$ cat config.mk
export PLATFORM = sky130hd
export DESIGN_NAME = bullet_ctrl_flat
export DESIGN_NICKNAME = d
export VERILOG_FILES = /design/src/rtl/raiden_pkg.sv /design/src/rtl/bullet_ctrl_if.sv /design/src/rtl/bullet_ctrl_tick_gen.sv /design/src/rtl/bullet_ctrl.sv /design/src/flat_wrapper.sv
export SDC_FILE = /design/constraint.sdc
export NUM_CORES = 1
export LEC_CHECK = 0
export ABC_AREA = 1
export BUFFER_PORTS_ARGS = -buffer_cell sky130_fd_sc_hd__buf_2
export CAP_MARGIN = 20
export CORE_AREA = 2 2 82 84
export CTS_CLUSTER_SIZE = 10
export DETAILED_ROUTE_END_ITERATION = 7
export DIE_AREA = 0 0 84 86
export SLEW_MARGIN = 20
export SYNTH_ARGS = -nofsm -noshare
export SYNTH_HDL_FRONTEND = slang
export SYNTH_HIERARCHICAL = 1
export SYNTH_SLANG_ARGS = --single-unit
export TNS_END_PERCENT = 5
$ cat constraint.sdc
create_clock -name clk -period 2.7 [get_ports clk]
set_input_delay 0.135 -clock clk [delete_from_list [all_inputs] [get_ports clk]]
set_output_delay 0.135 -clock clk [all_outputs]
set_load 0.03 [all_outputs]
$ cat src/rtl/raiden_pkg.sv
// Shared Raiden game-core definitions: player column limits, default bullet
// geometry, slot-state encoding and the player-column clamp helper.
package raiden_pkg;

  // Legal player columns; out-of-range columns are clamped to this window.
  localparam int unsigned POS_MIN = 1;
  localparam int unsigned POS_MAX = 6;

  // Width of a column index.
  localparam int unsigned COL_W = 3;

  // Default bullet-field geometry.
  localparam int unsigned NUM_BULLETS_DEF = 4;
  localparam int unsigned ROWS_DEF        = 8;
  localparam int unsigned ROW_W_DEF       = 3;

  // Per-slot state.
  typedef enum logic {
    SlotFree = 1'b0,
    SlotLive = 1'b1
  } slot_state_e;

  function automatic logic [COL_W-1:0] clamp_col(input logic [COL_W-1:0] pos);
    if (pos < COL_W'(POS_MIN)) return COL_W'(POS_MIN);
    if (pos > COL_W'(POS_MAX)) return COL_W'(POS_MAX);
    return pos;
  endfunction

endpackage

$ cat src/rtl/bullet_ctrl_if.sv
// Bullet controller bus: fire requests from the keypad scanner in, slot state
// and handshake pulses out to display/collision logic.
//   fire         keypad fire level (rising edge = request)
//   playPos      player column
//   bullet_valid per-slot live flag
//   bullet_col   packed slot columns, slot i at [3i+2:3i]
//   bullet_row   packed slot rows, slot i at [ROW_W*i +: ROW_W]
//   fire_ack     request accepted into a slot (one cycle)
//   fire_drop    request discarded (one cycle)
//   tick         game-tick strobe
// modport master: keypad/game side; modport slave: bullet_ctrl.
interface bullet_ctrl_if
  import raiden_pkg::*;
#(
  parameter int unsigned NUM_BULLETS = NUM_BULLETS_DEF,
  parameter int unsigned ROW_W       = ROW_W_DEF
) ();

  logic                         fire;
  logic [COL_W-1:0]             playPos;
  logic [NUM_BULLETS-1:0]       bullet_valid;
  logic [COL_W*NUM_BULLETS-1:0] bullet_col;
  logic [ROW_W*NUM_BULLETS-1:0] bullet_row;
  logic                         fire_ack;
  logic                         fire_drop;
  logic                         tick;

  modport master (
    output fire,
    output playPos,
    input  bullet_valid,
    input  bullet_col,
    input  bullet_row,
    input  fire_ack,
    input  fire_drop,
    input  tick
  );

  modport slave (
    input  fire,
    input  playPos,
    output bullet_valid,
    output bullet_col,
    output bullet_row,
    output fire_ack,
    output fire_drop,
    output tick
  );

endinterface

$ cat src/rtl/bullet_ctrl_tick_gen.sv
// Game-tick prescaler shared by the game blocks. Counts 0..TICK_DIV-1 and
// raises tick for exactly one cycle per wrap; the first tick is visible
// TICK_DIV cycles after reset release.
//   clk   system clock
//   rst   asynchronous active-low reset
//   tick  one-cycle game-tick strobe
module tick_gen #(
  parameter int unsigned TICK_DIV = 4194304
) (
  input  logic clk,
  input  logic rst,
  output logic tick
);

  localparam int unsigned CntW = (TICK_DIV > 1) ? $clog2(TICK_DIV) : 1;
  localparam logic [CntW-1:0] CntMax = CntW'(TICK_DIV - 1);

  logic [CntW-1:0] cnt_q, cnt_d;
  logic            tick_q, tick_d;

  always_comb begin
    cnt_d  = cnt_q + 1'b1;
    tick_d = 1'b0;
    if (cnt_q == CntMax) begin
      cnt_d  = '0;
      tick_d = 1'b1;
    end
  end

  always_ff @(posedge clk or negedge rst) begin
    if (!rst) begin
      cnt_q  <= '0;
      tick_q <= 1'b0;
    end else begin
      cnt_q  <= cnt_d;
      tick_q <= tick_d;
    end
  end

  assign tick = tick_q;

endmodule

$ cat src/rtl/bullet_ctrl.sv
// Player bullet slot owner for the Raiden core. Allocates the lowest free slot
// at the (clamped) player column on each fire rising edge, moves live bullets
// up one row per game tick and frees bullets that leave row 0.
//   clk  system clock
//   rst  asynchronous active-low reset
//   bus  bullet_ctrl_if.slave (fire/playPos in; slot state, fire_ack,
//        fire_drop, tick out)
// Optional: define BULLET_COOLDOWN_EN to enforce COOLDOWN ticks between
// accepted shots.
module bullet_ctrl
  import raiden_pkg::*;
#(
  parameter int unsigned NUM_BULLETS = NUM_BULLETS_DEF,
  parameter int unsigned ROWS        = ROWS_DEF,
  parameter int unsigned ROW_W       = ROW_W_DEF,
  parameter int unsigned TICK_DIV    = 4194304
`ifdef BULLET_COOLDOWN_EN
  ,
  parameter int unsigned COOLDOWN    = 2
`endif
) (
  input logic          clk,
  input logic          rst,
  bullet_ctrl_if.slave bus
);

  localparam logic [ROW_W-1:0] RowSpawn = ROW_W'(ROWS - 1);

  logic                   tick;
  logic                   fire_d_q;
  logic                   req;
  logic [COL_W-1:0]       spawn_col;
  logic [NUM_BULLETS-1:0] grant;
  logic                   slot_free;
  logic                   cd_block;
  logic                   accept;
  logic                   drop;
  logic                   ack_q;
  logic                   drop_q;

  slot_state_e      state_q [NUM_BULLETS];
  slot_state_e      state_d [NUM_BULLETS];
  logic [ROW_W-1:0] row_q   [NUM_BULLETS];
  logic [ROW_W-1:0] row_d   [NUM_BULLETS];
  logic [COL_W-1:0] col_q   [NUM_BULLETS];
  logic [COL_W-1:0] col_d   [NUM_BULLETS];

  logic [NUM_BULLETS-1:0]       valid_vec;
  logic [COL_W*NUM_BULLETS-1:0] col_vec;
  logic [ROW_W*NUM_BULLETS-1:0] row_vec;

  tick_gen #(
    .TICK_DIV(TICK_DIV)
  ) u_tick_gen (
    .clk (clk),
    .rst (rst),
    .tick(tick)
  );

  assign req       = bus.fire & ~fire_d_q;
  assign spawn_col = clamp_col(bus.playPos);

  // Free slots are judged on pre-edge state, so a slot freed by this tick is
  // not offered to a request in the same cycle.
  always_comb begin
    grant     = '0;
    slot_free = 1'b0;
    for (int i = 0; i < NUM_BULLETS; i++) begin
      if (!slot_free && state_q[i] == SlotFree) begin
        grant[i]  = 1'b1;
        slot_free = 1'b1;
      end
    end
  end

`ifdef BULLET_COOLDOWN_EN
  localparam int unsigned CdW = (COOLDOWN > 0) ? $clog2(COOLDOWN + 1) : 1;

  logic [CdW-1:0] cd_q, cd_d;

  // Blocking uses the pre-decrement count when a tick coincides.
  assign cd_block = (cd_q != '0);

  always_comb begin
    cd_d = cd_q;
    if (accept) begin
      cd_d = CdW'(COOLDOWN);
    end else if (tick && cd_q != '0) begin
      cd_d = cd_q - 1'b1;
    end
  end

  always_ff @(posedge clk or negedge rst) begin
    if (!rst) begin
      cd_q <= '0;
    end else begin
      cd_q <= cd_d;
    end
  end
`else
  assign cd_block = 1'b0;
`endif

  assign accept = req & slot_free & ~cd_block;
  assign drop   = req & ~accept;

  // Per-slot FSM; a new bullet is written at the spawn row and is not moved
  // by a coincident tick because only LIVE slots move.
  always_comb begin
    for (int i = 0; i < NUM_BULLETS; i++) begin
      state_d[i] = state_q[i];
      row_d[i]   = row_q[i];
      col_d[i]   = col_q[i];
      unique case (state_q[i])
        SlotFree: begin
          if (accept && grant[i]) begin
            state_d[i] = SlotLive;
            row_d[i]   = RowSpawn;
            col_d[i]   = spawn_col;
          end
        end
        SlotLive: begin
          if (tick) begin
            // Leaving the top frees the slot; row/col are left as they were.
            if (row_q[i] == '0) begin
              state_d[i] = SlotFree;
            end else begin
              row_d[i] = row_q[i] - 1'b1;
            end
          end
        end
        default: ;
      endcase
    end
  end

  always_ff @(posedge clk or negedge rst) begin
    if (!rst) begin
      fire_d_q <= 1'b0;
      ack_q    <= 1'b0;
      drop_q   <= 1'b0;
      for (int i = 0; i < NUM_BULLETS; i++) begin
        state_q[i] <= SlotFree;
        row_q[i]   <= '0;
        col_q[i]   <= '0;
      end
    end else begin
      fire_d_q <= bus.fire;
      ack_q    <= accept;
      drop_q   <= drop;
      for (int i = 0; i < NUM_BULLETS; i++) begin
        state_q[i] <= state_d[i];
        row_q[i]   <= row_d[i];
        col_q[i]   <= col_d[i];
      end
    end
  end

  always_comb begin
    valid_vec = '0;
    col_vec   = '0;
    row_vec   = '0;
    for (int i = 0; i < NUM_BULLETS; i++) begin
      valid_vec[i]               = (state_q[i] == SlotLive);
      col_vec[COL_W*i +: COL_W]  = col_q[i];
      row_vec[ROW_W*i +: ROW_W]  = row_q[i];
    end
  end

  assign bus.bullet_valid = valid_vec;
  assign bus.bullet_col   = col_vec;
  assign bus.bullet_row   = row_vec;
  assign bus.fire_ack     = ack_q;
  assign bus.fire_drop    = drop_q;
  assign bus.tick         = tick;

endmodule

$ cat src/flat_wrapper.sv
// flat-port wrapper written by rule: the top's interface ports become plain ports
module bullet_ctrl_flat import raiden_pkg::*;
#(
  parameter int unsigned NUM_BULLETS = NUM_BULLETS_DEF,
  parameter int unsigned ROWS        = ROWS_DEF,
  parameter int unsigned ROW_W       = ROW_W_DEF,
  parameter int unsigned TICK_DIV    = 4194304

)
  (clk, rst, bus_fire, bus_playPos, bus_bullet_valid, bus_bullet_col, bus_bullet_row, bus_fire_ack, bus_fire_drop, bus_tick);
  bullet_ctrl_if #(.NUM_BULLETS(NUM_BULLETS), .ROW_W(ROW_W)) bus_i ();
  input logic clk;
  input logic rst;
  input wire logic [$bits(bus_i.fire)-1:0] bus_fire;
  input wire logic [$bits(bus_i.playPos)-1:0] bus_playPos;
  output wire logic [$bits(bus_i.bullet_valid)-1:0] bus_bullet_valid;
  output wire logic [$bits(bus_i.bullet_col)-1:0] bus_bullet_col;
  output wire logic [$bits(bus_i.bullet_row)-1:0] bus_bullet_row;
  output wire logic [$bits(bus_i.fire_ack)-1:0] bus_fire_ack;
  output wire logic [$bits(bus_i.fire_drop)-1:0] bus_fire_drop;
  output wire logic [$bits(bus_i.tick)-1:0] bus_tick;
  assign bus_i.fire = bus_fire;
  assign bus_i.playPos = bus_playPos;
  assign bus_bullet_valid = bus_i.bullet_valid;
  assign bus_bullet_col = bus_i.bullet_col;
  assign bus_bullet_row = bus_i.bullet_row;
  assign bus_fire_ack = bus_i.fire_ack;
  assign bus_fire_drop = bus_i.fire_drop;
  assign bus_tick = bus_i.tick;
  bullet_ctrl #(.NUM_BULLETS(NUM_BULLETS), .ROWS(ROWS), .ROW_W(ROW_W), .TICK_DIV(TICK_DIV)) u_core (.clk(clk), .rst(rst), .bus(bus_i));
endmodule
=== After elaboration in Yosys (flattened, before gate mapping) ===
Index checks and enable logic that the tools add are counted.

* Add/subtract/negate cells: 5
* Magnitude comparators: 2
* Equality and inequality tests: 13
* Mux-type cells: 48
* Bitwise logic cells: 9
* Reduce and logical (&&, ||, !) cells: 21

{| class="wikitable"
|+ Operators by type and width
! cell !! count
|-
| two-way mux 3 bit || 16
|-
| != test 2 bit, second input constant || 12
|-
| case mux 3 bit (2 select lines) || 4
|-
| two-way mux 1 bit || 23
|-
| adder 22 x 1 -> 22 bit, second input constant || 1
|-
| equality test 22 bit, second input constant || 1
|-
| two-way mux 22 bit || 1
|-
| logical NOT 3 bit || 4
|-
| AND reduction 3 bit || 4
|-
| subtractor 3 x 1 -> 3 bit, second input constant || 4
|-
| case mux 1 bit (2 select lines) || 4
|-
| AND reduction 2 bit || 4
|-
| logical AND 1 bit || 7
|-
| NOT 1 bit || 6
|-
| AND 1 bit || 3
|-
| greater-than comparator 3 bit, second input constant || 1
|-
| < comparator 3 x 1 -> 1 bit, second input constant || 1
|-
| logical NOT 1 bit || 2
|}

* Register bits after elaboration: 54
* Bits of input ports: 6
* Output and inout bits: 31
* Word-level logic and storage cells: 115

=== Logic depth before layout (Yosys ltp) ===
* Depth in word-level cells: 13
* Depth in mapped cells: 8
* Gate-level depth less buffers: 8

=== Cells and area by module ===
Netlist, hierarchy kept.

{| class="wikitable"
|+ Modules (own cells, without submodules)
! module !! instances !! cells an instance !! area each (sq um) !! seq. area each (sq um)
|-
| bullet_ctrl || 1 || 170 || 1555.2 || 775.7
|-
| tick_gen || 1 || 153 || 1246.2 || 575.6
|}

=== Worst setup path after synthesis ===
No wires, ideal clock.

* Path type: reg2reg
* Start: reg u_core.row_q (netlist bit u_core/bus.bullet_row[6])
* End: reg u_core.row_q (netlist bit u_core/bus.bullet_row[8])
* Library setup time: 0.119 ns
* Arrival: 1.286 ns
* Data required time: 2.581 ns
* Setup slack: 1.295 ns
* Cell stages (with the launch flop): 9
* Path buffers: 0
* Clock period less this slack: 1.405 ns
* Cell sequence: dfrtp_1 -> inv_1 -> ha_1 -> inv_1 -> nor2_1 -> o21ai_4 -> nand2_4 -> nand2_1 -> o21ai_2

* Longest elaborated chain between the ends: 4
* Elaborated cells on any way between the ends: 7
* Those cells by class: 1 x add/sub; 1 x eq/ne; 3 x mux; 2 x reduce/logical

{| class="wikitable"
|+ Ends and longest elaborated chain
! item !! RTL line !! source
|-
| start, declared || bullet_ctrl.sv:43 || <nowiki>logic [ROW_W-1:0] row_q [NUM_BULLETS];</nowiki>
|-
| start signal, assigned by index || bullet_ctrl.sv:153 || <nowiki>row_q[i] <= row_d[i];</nowiki>
|-
| subtractor 3 x 1 -> 3 bit || bullet_ctrl.sv:128 || <nowiki>row_d[i] = row_q[i] - 1'b1;</nowiki>
|-
| two-way mux 3 bit || bullet_ctrl.sv:125 || <nowiki>if (row_q[i] == '0) begin</nowiki>
|-
| two-way mux 3 bit || bullet_ctrl.sv:123 || <nowiki>if (tick) begin</nowiki>
|-
| case mux 3 bit (2 select lines) || bullet_ctrl.sv:114 || <nowiki>unique case (state_q[i])</nowiki>
|}

Parallel ways exist; a longest one is shown, timed or not. The select of a mux whose other input is x is not followed.
A chain may end at the register's enable or synchronous reset.

=== Worst setup path in the final report ===
* Start: reg u_core.u_tick_gen.cnt_q[0]
* End: reg u_core.u_tick_gen.cnt_q[11]

* Longest elaborated chain between the ends: 2
* Elaborated cells on any way between the ends: 3
* Those cells by class: 1 x add/sub; 1 x eq/ne; 1 x mux

{| class="wikitable"
|+ Ends and longest elaborated chain
! item !! RTL line !! source
|-
| start, declared || bullet_ctrl_tick_gen.sv:18 || <nowiki>logic [CntW-1:0] cnt_q, cnt_d;</nowiki>
|-
| start signal, assigned || bullet_ctrl_tick_gen.sv:35 || <nowiki>cnt_q <= cnt_d;</nowiki>
|-
| adder 22 x 1 -> 22 bit or equality test 22 bit (tied branches) || bullet_ctrl_tick_gen.sv:22, bullet_ctrl_tick_gen.sv:24 ||
|-
| two-way mux 22 bit * || bullet_ctrl_tick_gen.sv:24 || <nowiki>if (cnt_q == CntMax) begin</nowiki>
|-
| via u_core.u_tick_gen.cnt_d[11] || bullet_ctrl_tick_gen.sv:18 ||
|}

The timed path passes the listed nets; every way through them passes the cells marked *.

==> summary.txt <==
Timing
  • Final Skew: 0.0116 ns
  • Hold Vio Cnt, Final: 0
  • RSZ-0062 raised after global routing: false
  • FMAX: 678 MHz
  • Tcrit/Tclk final: 0.546
  • Slew @ Worst Pin: 0.676 ns
  • Setup TNS: 0 ns
  • Setup Viol. Count Final: 0
  • Max-slew violations: 0
  • Final WS setup: 1.23 ns
  • Slew margin rel.: 0.549
  • Period minus WS final: 1.47 ns

Critical path
  • Startpoint class of the critical path: flip-flop
  • Crit end category: flip-flop
  • CP max stage delay: 0.37 ns
  • Crit-path max FO: 9
  • WS Path Type: reg2reg
  • CP delay by family, top: simple AND/OR/NAND/NOR gates
  • Critical-path cell list: ha_1, nand2_2, nor2_4, nand2_4, nor2_4, nand3_4, clkinv_4, nor2_1
  • CP arrival: 1.68 ns
  • Critical path buffer and inverter count: 1
  • Slowest stage cell, crit path: dfrtp_1
  • Most Frequent Cell on Critical Path: nor2_4
  • CP required: 2.90 ns

Cells and area
  • Most common cell after layout, fill and taps aside: nand2_1
  • Share of post-route cells with drive strength above 1: 0.206
  • Most frequent cells in the layout: nand2_1, dfrtp_1, inv_1
  • Total Nets Final: 383
  • Inserted Diodes: 0
  • Syn-to-layout area delta: 14.4%
  • Final Instance Area: 3200 um^2

Logic synthesis
  • Share of the synthesized area in the top cell type: 0.482
  • Netlist cell types: 27
  • #FFs+latches synth: 54
  • Synthesized area per cell: 8.67 um^2
  • Cell count after synthesis: 323
  • Synth warnings: 6
  • Mapped Area: 2800 um^2
  • Yosys top cell by area: dfrtp_1
  • Seq/Total Area, Yosys: 0.482
  • Synth area leaders: dfrtp_1, nand2_1, inv_1
  • Syn Nets: 338

Power and ir drop
  • Power Density: 431 nW/um^2
  • Static Leak: 0.00168 uW
  • Peak supply drop: 0.206 mV
  • Power, Total: 1380 uW

Clocking
  • Clock latency on the worst-skew pair: 0.31 ns
  • Clock root buffer: clkbuf_8
  • Reg clk slew, reported paths: 0.09 ns
  • Max clock buf depth: 2
  • CTS tree: done
  • CTS resizes: 0
  • H-Tree Depth: 2
  • Sink Count: 54
  • TritonCTS Buffers: 5
  • Hold_buf cts: 2
  • Setup Buffers After CTS: 0

Routing
  • Post-route antenna net violation count: 0
  • DR vias: 2180
  • Drt pass-1 iters: 4
  • DR vias/cell: 4.89
  • DRC: 0
  • Routed len/inst: 12.3 um
  • Initial DRC count: 82
  • Routed WL: 5510 um

Die
  • Die height: 86 um
  • Initial core utilization: 0.446
  • Die area: 7220 um^2
  • Die Wd: 84 um
  • Rows: 29
  • Core Area: 6280 um^2
  • Ports: 37

Placed design
  • GPL Wtd Cong: 0.753
  • Post-DP Area: 3080 um^2
  • Pre-CTS setup slack: 1.20 ns
  • Port Buffers: 36
  • DP HPWL: 4000 um

Global routing
  • Largest net degree at the start of global routing: 55
  • Vias in the first global route: 2150
  • Total GRT Usage: 0.168
  • Global-route wire length before repair: 9730 um
  • Initial antenna violation count: 0
  • Congestion Overflow GR: 0

Run status
  • Status: completed

Hold path
  • Worst hold path class: in2reg

Flow run
  • Max-cap violations: 0
## layout make-up
type | instances | area [um^2]
inverters | 40 | 155
fillers | 634 | 3070
flip-flops and latches | 54 | 1350
well taps | 77 | 96.3
repair buffers | 39 | 208
multi-input cells | 228 | 1290
clock buffers | 7 | 76.3
clock inverters | 1 | 30.0
## cells by family after synthesis
logic type | Yosys count | synth area share
compound gates | 32 | 0.0732
buf+inv | 41 | 0.0581
flops | 54 | 0.482
xor+xnor | 15 | 0.0469
fa+ha+maj | 9 | 0.0402
simple gates | 172 | 0.299
## per-stage QoR
step / utilization / hold slack [ns] / std cells
finish: 0.510 / 0.167 / 446
detailed placement: 0.490 / 0.279 / 436
CTS: 0.510 / 0.166 / 446
global route: 0.510 / 0.181 / 446
global placement: 0.490 / 0.275 / 436
floorplan: - / -0.161 / 323
## metal layers
layer  GRT usage  routed length, um
met5           0                  0
met4      0.0528                 72
met3      0.0375                201
met2       0.294               2760
met1       0.209               2480
## sequential cells by signal (all words and copies together), names as in the netlist
signal and flops:
u_core/bus.bullet_row 12, u_core/bus.bullet_valid 4, u_core/u_tick_gen/cnt_q 22, u_core/fire_d_q 1, u_core/bus.fire_drop 1, u_core/bus.bullet_col 12, u_core/u_tick_gen/tick 1, u_core/bus.fire_ack 1
## cell usage after synthesis (all sizes together)
cell type  count
clkinv         1
xor2           9
nand2         99
ha             9
or2            1
nand3b         1
a21oi          6
nor3           1
o21ai         20
o21bai         2
nand4          6
nor2          46
inv           39
xnor2          6
dfrtp         54
buf            1
o211ai         4
nand3         18
## power by group
part	internal [uW]	switching [uW]
Combinational	7.96	26.8
Clock	278	257
Sequential	809	0.709
## worst reg2reg max path, cell delays in order, from the launching register on
cell and delay (ns):
dfrtp_1 0.37, ha_1 0.24, nand2_2 0.10, nor2_4 0.17
nand2_4 0.09, nor2_4 0.12, nand3_4 0.12, clkinv_4 0.11
nor2_1 0.05
## worst paths after layout
check / startpoint / end / slack (ns) / cells past startpoint
worst max-delay path: u_core/u_tick_gen/cnt_q[0] / u_core/u_tick_gen/cnt_q[11] / 1.23 / 8
worst min-delay path: bus_playPos[2] / u_core/bus.bullet_col[5] / 0.17 / 3
worst max register to register: u_core/u_tick_gen/cnt_q[0] / u_core/u_tick_gen/cnt_q[11] / 1.23 / 8
worst min register to register: u_core/u_tick_gen/cnt_q[0] / u_core/u_tick_gen/cnt_q[0] / 0.45 / 1
max in group asynchronous: rst / u_core/bus.bullet_valid[0] / 1.77 / 3
min in group asynchronous: rst / u_core/bus.bullet_row[7] / 0.45 / 3
No activity file was read; power rests on OpenSTA's default activity.
